===== config.mk =====
export PLATFORM = sky130hd
export DESIGN_NAME = corescore_stream_arbiter
export DESIGN_NICKNAME = d
export VERILOG_FILES = /design/src/rtl/corescore_stream_arbiter.sv
export SDC_FILE = /design/constraint.sdc
export NUM_CORES = 1
export LEC_CHECK = 0
export CAP_MARGIN = 40
export CORE_MARGIN = 2
export CORE_UTILIZATION = 35
export CTS_BUF_LIST = sky130_fd_sc_hd__clkbuf_4
export DETAILED_ROUTE_END_ITERATION = 10
export GPL_TIMING_DRIVEN = 0
export PLACE_DENSITY = 0.66
export REMOVE_ABC_BUFFERS = 1
export SLEW_MARGIN = 10
export SYNTH_ARGS = -nofsm -noshare
export SYNTH_HDL_FRONTEND = slang
export SYNTH_SLANG_ARGS = --single-unit

===== constraint.sdc =====
create_clock -name i_clk -period 2.75 [get_ports i_clk]
set_clock_uncertainty 0.15 [all_clocks]
set_input_delay 0.6875 -clock i_clk [delete_from_list [all_inputs] [get_ports i_clk]]
set_output_delay 0.6875 -clock i_clk [all_outputs]
set_load 0.05 [all_outputs]

===== src/rtl/corescore_stream_arbiter.sv =====
// corescore_stream_arbiter
// Round-robin arbiter that lets several AXI-Stream byte sources share one
// character sink. A source owns the sink from its grant until its tlast
// beat, so lines from different emitters never interleave. Every accepted
// byte becomes a one-cycle registered write strobe. A watchdog takes the
// sink back from a source that stalls mid-packet.

module corescore_stream_arbiter #(
  parameter  int NUM_SRC = 4,
  parameter  int TIMEOUT = 1024,
  localparam int GW      = $clog2(NUM_SRC)
) (
  input  logic                 i_clk,
  input  logic                 i_rst,
  input  logic [8*NUM_SRC-1:0] i_tdata,
  input  logic [NUM_SRC-1:0]   i_tlast,
  input  logic [NUM_SRC-1:0]   i_tvalid,
  output logic [NUM_SRC-1:0]   o_tready,
  output logic [7:0]           o_dat,
  output logic                 o_val,
  input  logic                 i_ena,
  output logic [GW-1:0]        o_grant,
  output logic                 o_busy,
  output logic                 o_timeout
);

  typedef enum logic {
    IDLE = 1'b0,
    LOCK = 1'b1
  } state_t;

  // Watchdog fires when the idle counter sits at TIMEOUT-1 without a beat.
  localparam logic [15:0] WD_LIMIT   = (TIMEOUT > 0) ? 16'(TIMEOUT - 1) : 16'd0;
  localparam logic [GW:0] NUM_SRC_W  = (GW + 1)'(NUM_SRC);

  state_t        state_reg, state_next;
  logic [GW-1:0] last_reg, last_next;
  logic [GW-1:0] grant_reg, grant_next;
  logic [7:0]    dat_reg, dat_next;
  logic          val_reg, val_next;
  logic          timeout_reg, timeout_next;
  logic [15:0]   wd_cnt_reg, wd_cnt_next;

  logic [7:0]    src_dat [NUM_SRC];
  logic          rr_hit;
  logic [GW-1:0] rr_pick;
  logic          beat;
  logic          owner_last;
  logic [7:0]    owner_dat;
  logic          wd_expire;

  // Per-source byte lanes and ready: only the owner sees ready, and never
  // in the cycle its previous byte is being strobed into the sink.
  genvar gi;
  generate
    for (gi = 0; gi < NUM_SRC; gi++) begin : g_src
      assign src_dat[gi]  = i_tdata[8*gi +: 8];
      assign o_tready[gi] = (state_reg == LOCK) && (grant_reg == GW'(gi))
                            && i_ena && !val_reg;
    end
  endgenerate

  assign beat       = |(i_tvalid & o_tready);
  assign owner_last = i_tlast[grant_reg];
  assign owner_dat  = src_dat[grant_reg];
  assign wd_expire  = (TIMEOUT > 0) && (wd_cnt_reg == WD_LIMIT);

  // Round-robin search starting just after the previous owner; scanning
  // offsets from farthest to nearest lets the nearest requester win.
  always_comb begin
    logic [GW:0] idx_wide;
    rr_hit   = 1'b0;
    rr_pick  = last_reg;
    idx_wide = '0;
    for (int k = NUM_SRC; k >= 1; k--) begin
      idx_wide = {1'b0, last_reg} + (GW + 1)'(k);
      if (idx_wide >= NUM_SRC_W) begin
        idx_wide = idx_wide - NUM_SRC_W;
      end
      if (i_tvalid[idx_wide[GW-1:0]]) begin
        rr_hit  = 1'b1;
        rr_pick = idx_wide[GW-1:0];
      end
    end
  end

  // Next-state, ownership, sink strobe and watchdog decisions.
  always_comb begin
    state_next   = state_reg;
    last_next    = last_reg;
    grant_next   = grant_reg;
    dat_next     = dat_reg;
    val_next     = 1'b0;
    timeout_next = 1'b0;
    wd_cnt_next  = wd_cnt_reg;
    case (state_reg)
      IDLE: begin
        wd_cnt_next = 16'd0;
        if (rr_hit) begin
          state_next = LOCK;
          grant_next = rr_pick;
        end
      end
      LOCK: begin
        if (beat) begin
          // A beat always wins over an expiring watchdog.
          val_next    = 1'b1;
          dat_next    = owner_dat;
          wd_cnt_next = 16'd0;
          if (owner_last) begin
            state_next = IDLE;
            last_next  = grant_reg;
          end
        end else if (wd_expire) begin
          state_next   = IDLE;
          last_next    = grant_reg;
          timeout_next = 1'b1;
          wd_cnt_next  = 16'd0;
        end else if (TIMEOUT > 0) begin
          wd_cnt_next = wd_cnt_reg + 16'd1;
        end else begin
          wd_cnt_next = 16'd0;
        end
      end
      default: begin
        state_next = IDLE;
      end
    endcase
  end

  // State and output registers; reset abandons any packet in flight.
  always_ff @(posedge i_clk) begin
    if (i_rst) begin
      state_reg   <= IDLE;
      last_reg    <= GW'(NUM_SRC - 1);
      grant_reg   <= '0;
      dat_reg     <= 8'd0;
      val_reg     <= 1'b0;
      timeout_reg <= 1'b0;
      wd_cnt_reg  <= 16'd0;
    end else begin
      state_reg   <= state_next;
      last_reg    <= last_next;
      grant_reg   <= grant_next;
      dat_reg     <= dat_next;
      val_reg     <= val_next;
      timeout_reg <= timeout_next;
      wd_cnt_reg  <= wd_cnt_next;
    end
  end

  assign o_dat     = dat_reg;
  assign o_val     = val_reg;
  assign o_grant   = grant_reg;
  assign o_busy    = (state_reg == LOCK);
  assign o_timeout = timeout_reg;

endmodule


==> metrics.md, run 1 <==
| Metric | Value |
|---|---|
| Initial drt markers | between 40 and 50 |
| Post-Layout Cell Count | between 200 and 300 |
| Die Ht | slightly above 70 um |
| CTS max path bufs | 2 |
| Crit. Startpoint | i_ena |
| Max Fclk | approximately 0.38 GHz |
| Max cap viols | 0 |
| Top cell type's share of synthesized area | between 30% and 40% |
| Slowest Stage Delay on Critical Path | approximately 450 ps |
| CP max FO | 7 |
| Hold Startpoint | o_dat[7] |
| Fin crit period | between 2000 and 3000 ps |
| Final wirelength | around 3800 um |
| Post-route design area | approximately 2300 sq um |
| Vias | 1447 |
| Die area | 5080 sq um |
| Vias per inst | slightly above 5 |
| Root buf cell | clkbuf_4 |
| GR Util All Layers | between 15 and 20% |
| WP buf/inv | 2 |
| Power Density | 457 nW/um^2 |
| Antenna violations before repair | 0 |
| Multi-input logic area | roughly 900 sq um |
| GR Overflow Total | 0 |
| Die width | roughly 70 um |
| Final worst path period share | between 90% and 100% |
| Synth Flop Type | dfxtp_1 |
| Worst path cell trace | clkdlybuf4s50_1 -> and3b_2 -> nand2_1 -> nor2_1 -> buf_4 |
| Post-synthesis register bit count | 31 |
| Kind of critical path | in2out |
| Top cells by area, synth | dfxtp_1, mux4_2, nand2_1 |
| WP data required | about 1900 ps |
| Peak VDD IR | 0.197 mV |
| Diode count | 0 |
| Critical path's top delay family | buffers and inverters |
| Pins over their slew limit | 0 |
| Port Buffers | 59 |
| Drt wl/cell | 13.4 um |
| Final setup vio count | 0 |
| Share of cells above drive strength 1 | 10.3% |
| Post-synthesis cell area | ~1600 sq um |
| Number of flops mapped to enable cells by yosys | 0 |
| Min-Delay Path Class | reg2reg |
| Initial Util | 36.4% |
| Area post-placement | 2200 sq um |
| Ys async rst share | 0% |
| GPL Wtd Cong | 0.748 |
| Final setup margin | ~86 ps |
| Leak | 0.000791 uW |
| Total Nets Final | 277 |
| Max FFs per register | 16 |
| Syn Area/Cell | approximately 9.0 sq um |
| Synth cell types | 33 |
| ANT nets after route | 0 |
| Critical path's slowest cell | clkdlybuf4s50_1 |
| Cells after Synth | around 180 |
| Postcts setup bufs | 0 |
| Clock slew at reported path FFs | 100 ps |
| Initial DRT Pass Iterations | 4 |
| First-pass GRT wire length | approximately 6500 um |
| Ys Warns | 0 |
| Critical Path Start Type | primary input |
| Largest net degree at the start of global routing | 16 |
| Post-synthesis sequential area ratio | 39.2% |
| P&R area growth vs syn | 42.8% |
| Filler cells | ~430 |
| Post-Place Cells | around 280 |
| Sequential cell area | a little over 600 sq um |
| IO Count | 60 |
| CTS tree | built |
| Status | finished clean |
| Core Region | roughly 4400 sq um |
| Site row count | 24 |
| RSZ-0062 raised after global routing | false |
| # clock sinks | 31 |
| Setup crit end kind | output port |
| CTS Buf Count | 5 |
| Tot Pwr | just over 1000 uW |
| Hpwl dp | approximately 3000 um |
| Worst-Margin Slew | 606 ps |
| Crit path DAT | around 1800 ps |
| Vias in the first global route | approximately 1500 |
| Post-synth top area cell | dfxtp_1 |
| Final hold violation count | 0 |
| Placement Setup Slack | -563 ps |
| Rel. slew slack | between 50% and 60% |
| Worst-skew pair later-pin latency | 320 ps |
| H-tree lvl count | 2 |
| Reg-to-reg startpoint | o_grant[1] |
| DRC | 0 |
-- report_power, final --
group	leakage, uW	switching, uW	total, uW	internal (uW)
combinational	0.000497	94.4	210	115
clock	0.0000426	154	340	187
sequential	0.000252	21.3	483	462
-- cells in the final DEF, fill, tap and decap left out, types with 2 or more instances in the layout --
| cell type | n |
|---|---|
| nor4_1 | 2 |
| and4_1 | 3 |
| or3_1 | 2 |
| xnor2_1 | 2 |
| a21oi_1 | 16 |
| mux4_2 | 10 |
| buf_2 | 2 |
| nand2_1 | 23 |
| o311ai_0 | 2 |
| xor2_1 | 8 |
| o21ai_0 | 3 |
| and3_1 | 4 |
| clkdlybuf4s50_1 | 54 |
| nand3_1 | 7 |
| dfxtp_1 | 30 |
| and2_1 | 3 |
| or4_1 | 2 |
| clkbuf_4 | 6 |
| o211ai_1 | 3 |
| inv_1 | 7 |
| nand2b_1 | 3 |
| o31ai_1 | 2 |
| nor2_1 | 20 |
| nand4_1 | 5 |
-- what timing repair did --
action                                  CTS  global route
hold buffers                              0             0
endpoints found under the setup margin    6             3
gates resized for setup                  23             2
-- kinds of logic after synthesis --
kind of cell / count (synthesis) / synth area share (%)
simple gates: 77 / 24.0
compound gates: 31 / 12.1
flops: 31 / 39.2
buf+inv: 15 / 4.19
xor+xnor: 10 / 5.53
mux: 10 / 14.2
fa+ha+maj: 1 / 0.790
-- cell type report --
class,count,area share (%)
Timing Repair Buffer,59,25.4
Sequential cell,31,27.5
Clock inverter,3,1.72
Multi-Input combinational cell,129,39.7
Clock buffer,5,1.66
Inverter,7,1.16
Tap cell,52,2.88
-- final timing paths --
path | end | slack, ps | cells past startpoint
setup / recovery | o_tready[1] | 90 | 5
hold / removal | o_dat[7] | 310 | 2
setup reg to reg | last_reg[1] | 290 | 4
hold reg to reg | o_dat[7] | 310 | 2
-- synth_stat cells, drive strengths merged, types with 2 or more instances --
| library cell | n |
|---|---|
| a21oi | 16 |
| and2 | 3 |
| and3 | 4 |
| and4 | 3 |
| buf | 3 |
| clkbuf | 5 |
| dfxtp | 31 |
| inv | 7 |
| mux4 | 10 |
| nand2 | 23 |
| nand2b | 3 |
| nand3 | 7 |
| nand4 | 5 |
| nor2 | 20 |
| nor4 | 2 |
| o211ai | 3 |
| o21ai | 3 |
| o311ai | 2 |
| o31ai | 2 |
| or3 | 2 |
| or4 | 2 |
| xnor2 | 2 |
| xor2 | 8 |
-- metal layers --
metal  wire, um  track usage [%]
met1       1630             18.6
met2       2060             29.3
met3        118             4.36
met4         43             6.29
met5          0                0
-- through the flow --
| step | hold slack, ps | utilization (%) | TNS, ps |
|---|---|---|---|
| final | 309 | 51.9 | 0 |
| after CTS | 312 | 51.8 | 0 |
| after global routing | 329 | 51.9 | 0 |
| after global placement | 291 | 50.5 | -2780 |
| after detailed placement | 298 | 50.5 | -3010 |
| after floorplan | 276 | - | 0 |
-- tightest hold or removal path, stage by stage (launching register included) --
cell and delay [ps]:
dfxtp_1 320, nand2_1 50, a21oi_1 50
(Power assumes the default switching activity.)
==> run 2: changes to the inputs <==
--- a/config.mk
+++ b/config.mk
@@ -10,10 +10,9 @@
 export CORE_UTILIZATION = 35
 export CTS_BUF_LIST = sky130_fd_sc_hd__clkbuf_4
 export DETAILED_ROUTE_END_ITERATION = 10
-export GPL_TIMING_DRIVEN = 0
 export PLACE_DENSITY = 0.66
 export REMOVE_ABC_BUFFERS = 1
-export SLEW_MARGIN = 10
+export SLEW_MARGIN = 40
 export SYNTH_ARGS = -nofsm -noshare
 export SYNTH_HDL_FRONTEND = slang
 export SYNTH_SLANG_ARGS = --single-unit
==> run 2 against run 1 <==
Cell count rose by 3.5%. Fmax up 0.24%. Clock-buffer cell count stayed put. Total power grew 2.5%. Via count is 4.1% higher. Worst hold slack worse by 1.6 ps. Global-route usage up 1.1 points. Core utilization up 2.9 points. Die area stayed put. Setup slack improved by 6.3 ps. Wire length is 5.2% higher. Largest power group unchanged. Highest routed layer unchanged.
==> metrics.md, run 2 (synthesized netlist as in run 1, its figures left out) <==
| Metric | Value |
|---|---|
| CTS max path bufs | 2 (unchanged) |
| Hold EP | o_dat[5] |
| Initial drt markers | 79 (+68%) |
| CTS Buf Count | 5 (unchanged) |
| Rel. slew slack | 64.6% (+5.0 points) |
| Worst path cell trace | clkdlybuf4s50_1 -> and3b_1 -> nand2_1 -> nor2_1 -> buf_12 |
| ANT nets after route | 0 (unchanged) |
| Leak | 0.000851 uW (+7.5%) |
| Leading cell types in the layout, fill and taps excluded | clkdlybuf4s50_1, dfxtp_1, nand2_1 |
| Area post-placement | 2310 sq um (+5.1%) |
| Worst R2R Path Depth | 4 (unchanged) |
| Site row count | 24 (unchanged) |
| Die Ht | 71.2 um (unchanged) |
| Max cap viols | 0 (unchanged) |
| Post-CTS Hold Fix Bufs | 0 (unchanged) |
| Largest net degree at the start of global routing | 15 (-1) |
| Critical path's slowest cell | clkdlybuf4s50_1 |
| Root buf cell | clkbuf_4 |
| Hpwl dp | 3280 um (+9.6%) |
| Final wirelength | 4050 um (+5.2%) |
| First-pass GRT wire length | 6840 um (+5.2%) |
| Peak VDD IR | 0.289 mV (+47%) |
| Max Fclk | 0.376 GHz (+0.24%) |
| Clock slew at reported path FFs | 100 ps (about the same) |
| Reg-to-reg startpoint | o_grant[1] |
| Initial Util | 36.4% (unchanged) |
| Total Nets Final | 287 (+3.6%) |
| GR Util All Layers | 17.5% (+1.1 points) |
| Power Density | 444 nW/um^2 (-2.9%) |
| Setup tns final | 0 ps (unchanged) |
| Diode count | 0 (unchanged) |
| Placement Setup Slack | 64.6 ps (+628 ps) |
| H-tree lvl count | 2 (unchanged) |
| Min-Delay Path Class | reg2reg |
| Reg-to-reg setup timing slack | 730 ps (+440 ps) |
| Status | finished clean |
| GR Overflow Total | 0 (unchanged) |
| DRC | 0 (unchanged) |
| Port Buffers | 59 (unchanged) |
| IO Count | 60 (unchanged) |
| P&R area growth vs syn | 50.8% |
| Critical Path Start Type | primary input |
| Critical path's top delay family | buffers and inverters |
| Antenna violations before repair | 0 (unchanged) |
| CP max FO | 4 (-3) |
| Final setup vio count | 0 (unchanged) |
| Worst-skew pair later-pin latency | 330 ps (about the same) |
| CTS tree | built |
| Final worst path period share | 96.7% (-0.23 points) |
| Post-route design area | 2390 sq um (+5.6%) |
| Crit. Startpoint | i_ena |
| Vias in the first global route | 1515 (+4.1%) |
| Share of cells above drive strength 1 | 13.5% (+3.3 points) |
| Hold Startpoint | o_dat[5] |
| Setup crit end kind | output port |
| Vias | 1507 (+4.1%) |
| Filler cells | 424 (-0.70%) |
| Commonest non-fill, non-tap cell in the layout | clkdlybuf4s50_1 |
| Worst hold stages | 2 (unchanged) |
| Slowest Stage Delay on Critical Path | 460 ps (about the same) |
| GPL Wtd Cong | 0.758 (+1.3%) |
| Vias per inst | 5.09 (+0.63%) |
| Die width | 71.2 um (unchanged) |
| RSZ-0062 raised after global routing | false |
| WP data required | 1910 ps (about the same) |
| Tot Pwr | 1060 uW (+2.5%) |
| # clock sinks | 31 (unchanged) |
| Worst-Margin Slew | 530 ps (-75.8 ps) |
| WP buf/inv | 2 (unchanged) |
| Die area | 5080 sq um (unchanged) |
| Postcts setup bufs | 0 (unchanged) |
| Crit path DAT | 1820 ps (about the same) |
| Final hold violation count | 0 (unchanged) |
| Pins over their slew limit | 0 (unchanged) |
| Max FFs per register | 16 (unchanged) |
| CTS resizes | 0 (-100%) |
| Drt wl/cell | 13.7 um (+1.7%) |
| Kind of critical path | in2out |
| Fin crit period | 2660 ps (-6.30 ps) |
| Core Region | 4350 sq um (unchanged) |
| Initial DRT Pass Iterations | 4 (unchanged) |
| Final setup margin | 91.9 ps (+6.30 ps) |
| FF-to-FF End | wd_cnt_reg[14] |
==> run 2: changes by cell type in the layout (fill, tap and decap cells not counted) <==
cell / previous run / this run
buf_2: 2 / 0
buf_4: 1 / 11
dfxtp_2: 1 / 0
buf_12: 0 / 4
and3b_2: 1 / 0
dlygate4sd2_1: 1 / 0
clkbuf_4: 6 / 5
and3b_1: 0 / 1
dfxtp_1: 30 / 31
==> run 2: per-layer routing <==
layer | GRT usage, % | share of wire [%]
met5 | 0 | 0
met1 | 20.7 | 43
met4 | 7.13 | 1.8
met2 | 30.1 | 53
met3 | 4.78 | 2.9
==> run 2: how the worst max path moves through the flow <==
| stage | cells past startpoint | endpoint |
|---|---|---|
| global placement | 5 | wd_cnt_reg[13] |
| detailed placement | 5 | wd_cnt_reg[13] |
| CTS | 5 | o_tready[3] |
| global route | 5 | o_tready[3] |
| floorplan | 2 | o_tready[1] |
| finish | 5 | o_tready[3] |
==> run 2: worst min-delay path, cell delays in order (launching register included) <==
cell	delay (ps)
dfxtp_1	320
nand2_1	50
a21oi_1	50
==> run 2: power breakdown <==
group / switching, uW / leakage, uW / internal [uW]
clock: 158 / 0.0000426 / 187
sequential: 11.8 / 0.000251 / 462
combinational: 109 / 0.000556 / 132
==> run 2: area by class of cell <==
cell class | count | area (sq um) | area share [%]
inverter | 7 | 26.3 | 1.10
clock inverter | 3 | 38.8 | 1.62
sequential | 31 | 621 | 26.0
timing repair buffer | 69 | 703 | 29.5
clock buffer | 5 | 37.5 | 1.57
tap | 52 | 65.1 | 2.73
multi-input combinational | 129 | 896 | 37.5
==> run 2: stage by stage <==
stage	hold slack, ps	std cells	utilization [%]
4_1_cts	310	296	54.8
6_report	308	296	54.8
3_5_place_dp	296	288	53.1
2_1_floorplan	276	167	-
3_3_place_gp	293	288	53.1
5_1_grt	330	296	54.8
==> run 3: changes to the inputs <==
--- a/config.mk
+++ b/config.mk
@@ -10,6 +10,7 @@
 export CORE_UTILIZATION = 35
 export CTS_BUF_LIST = sky130_fd_sc_hd__clkbuf_4
 export DETAILED_ROUTE_END_ITERATION = 10
+export GPL_TIMING_DRIVEN = 0
 export PLACE_DENSITY = 0.66
 export REMOVE_ABC_BUFFERS = 1
 export SLEW_MARGIN = 40
==> results of run 3 <==
Same layout as run 1: the final DEF is identical, and so are final timing and power.
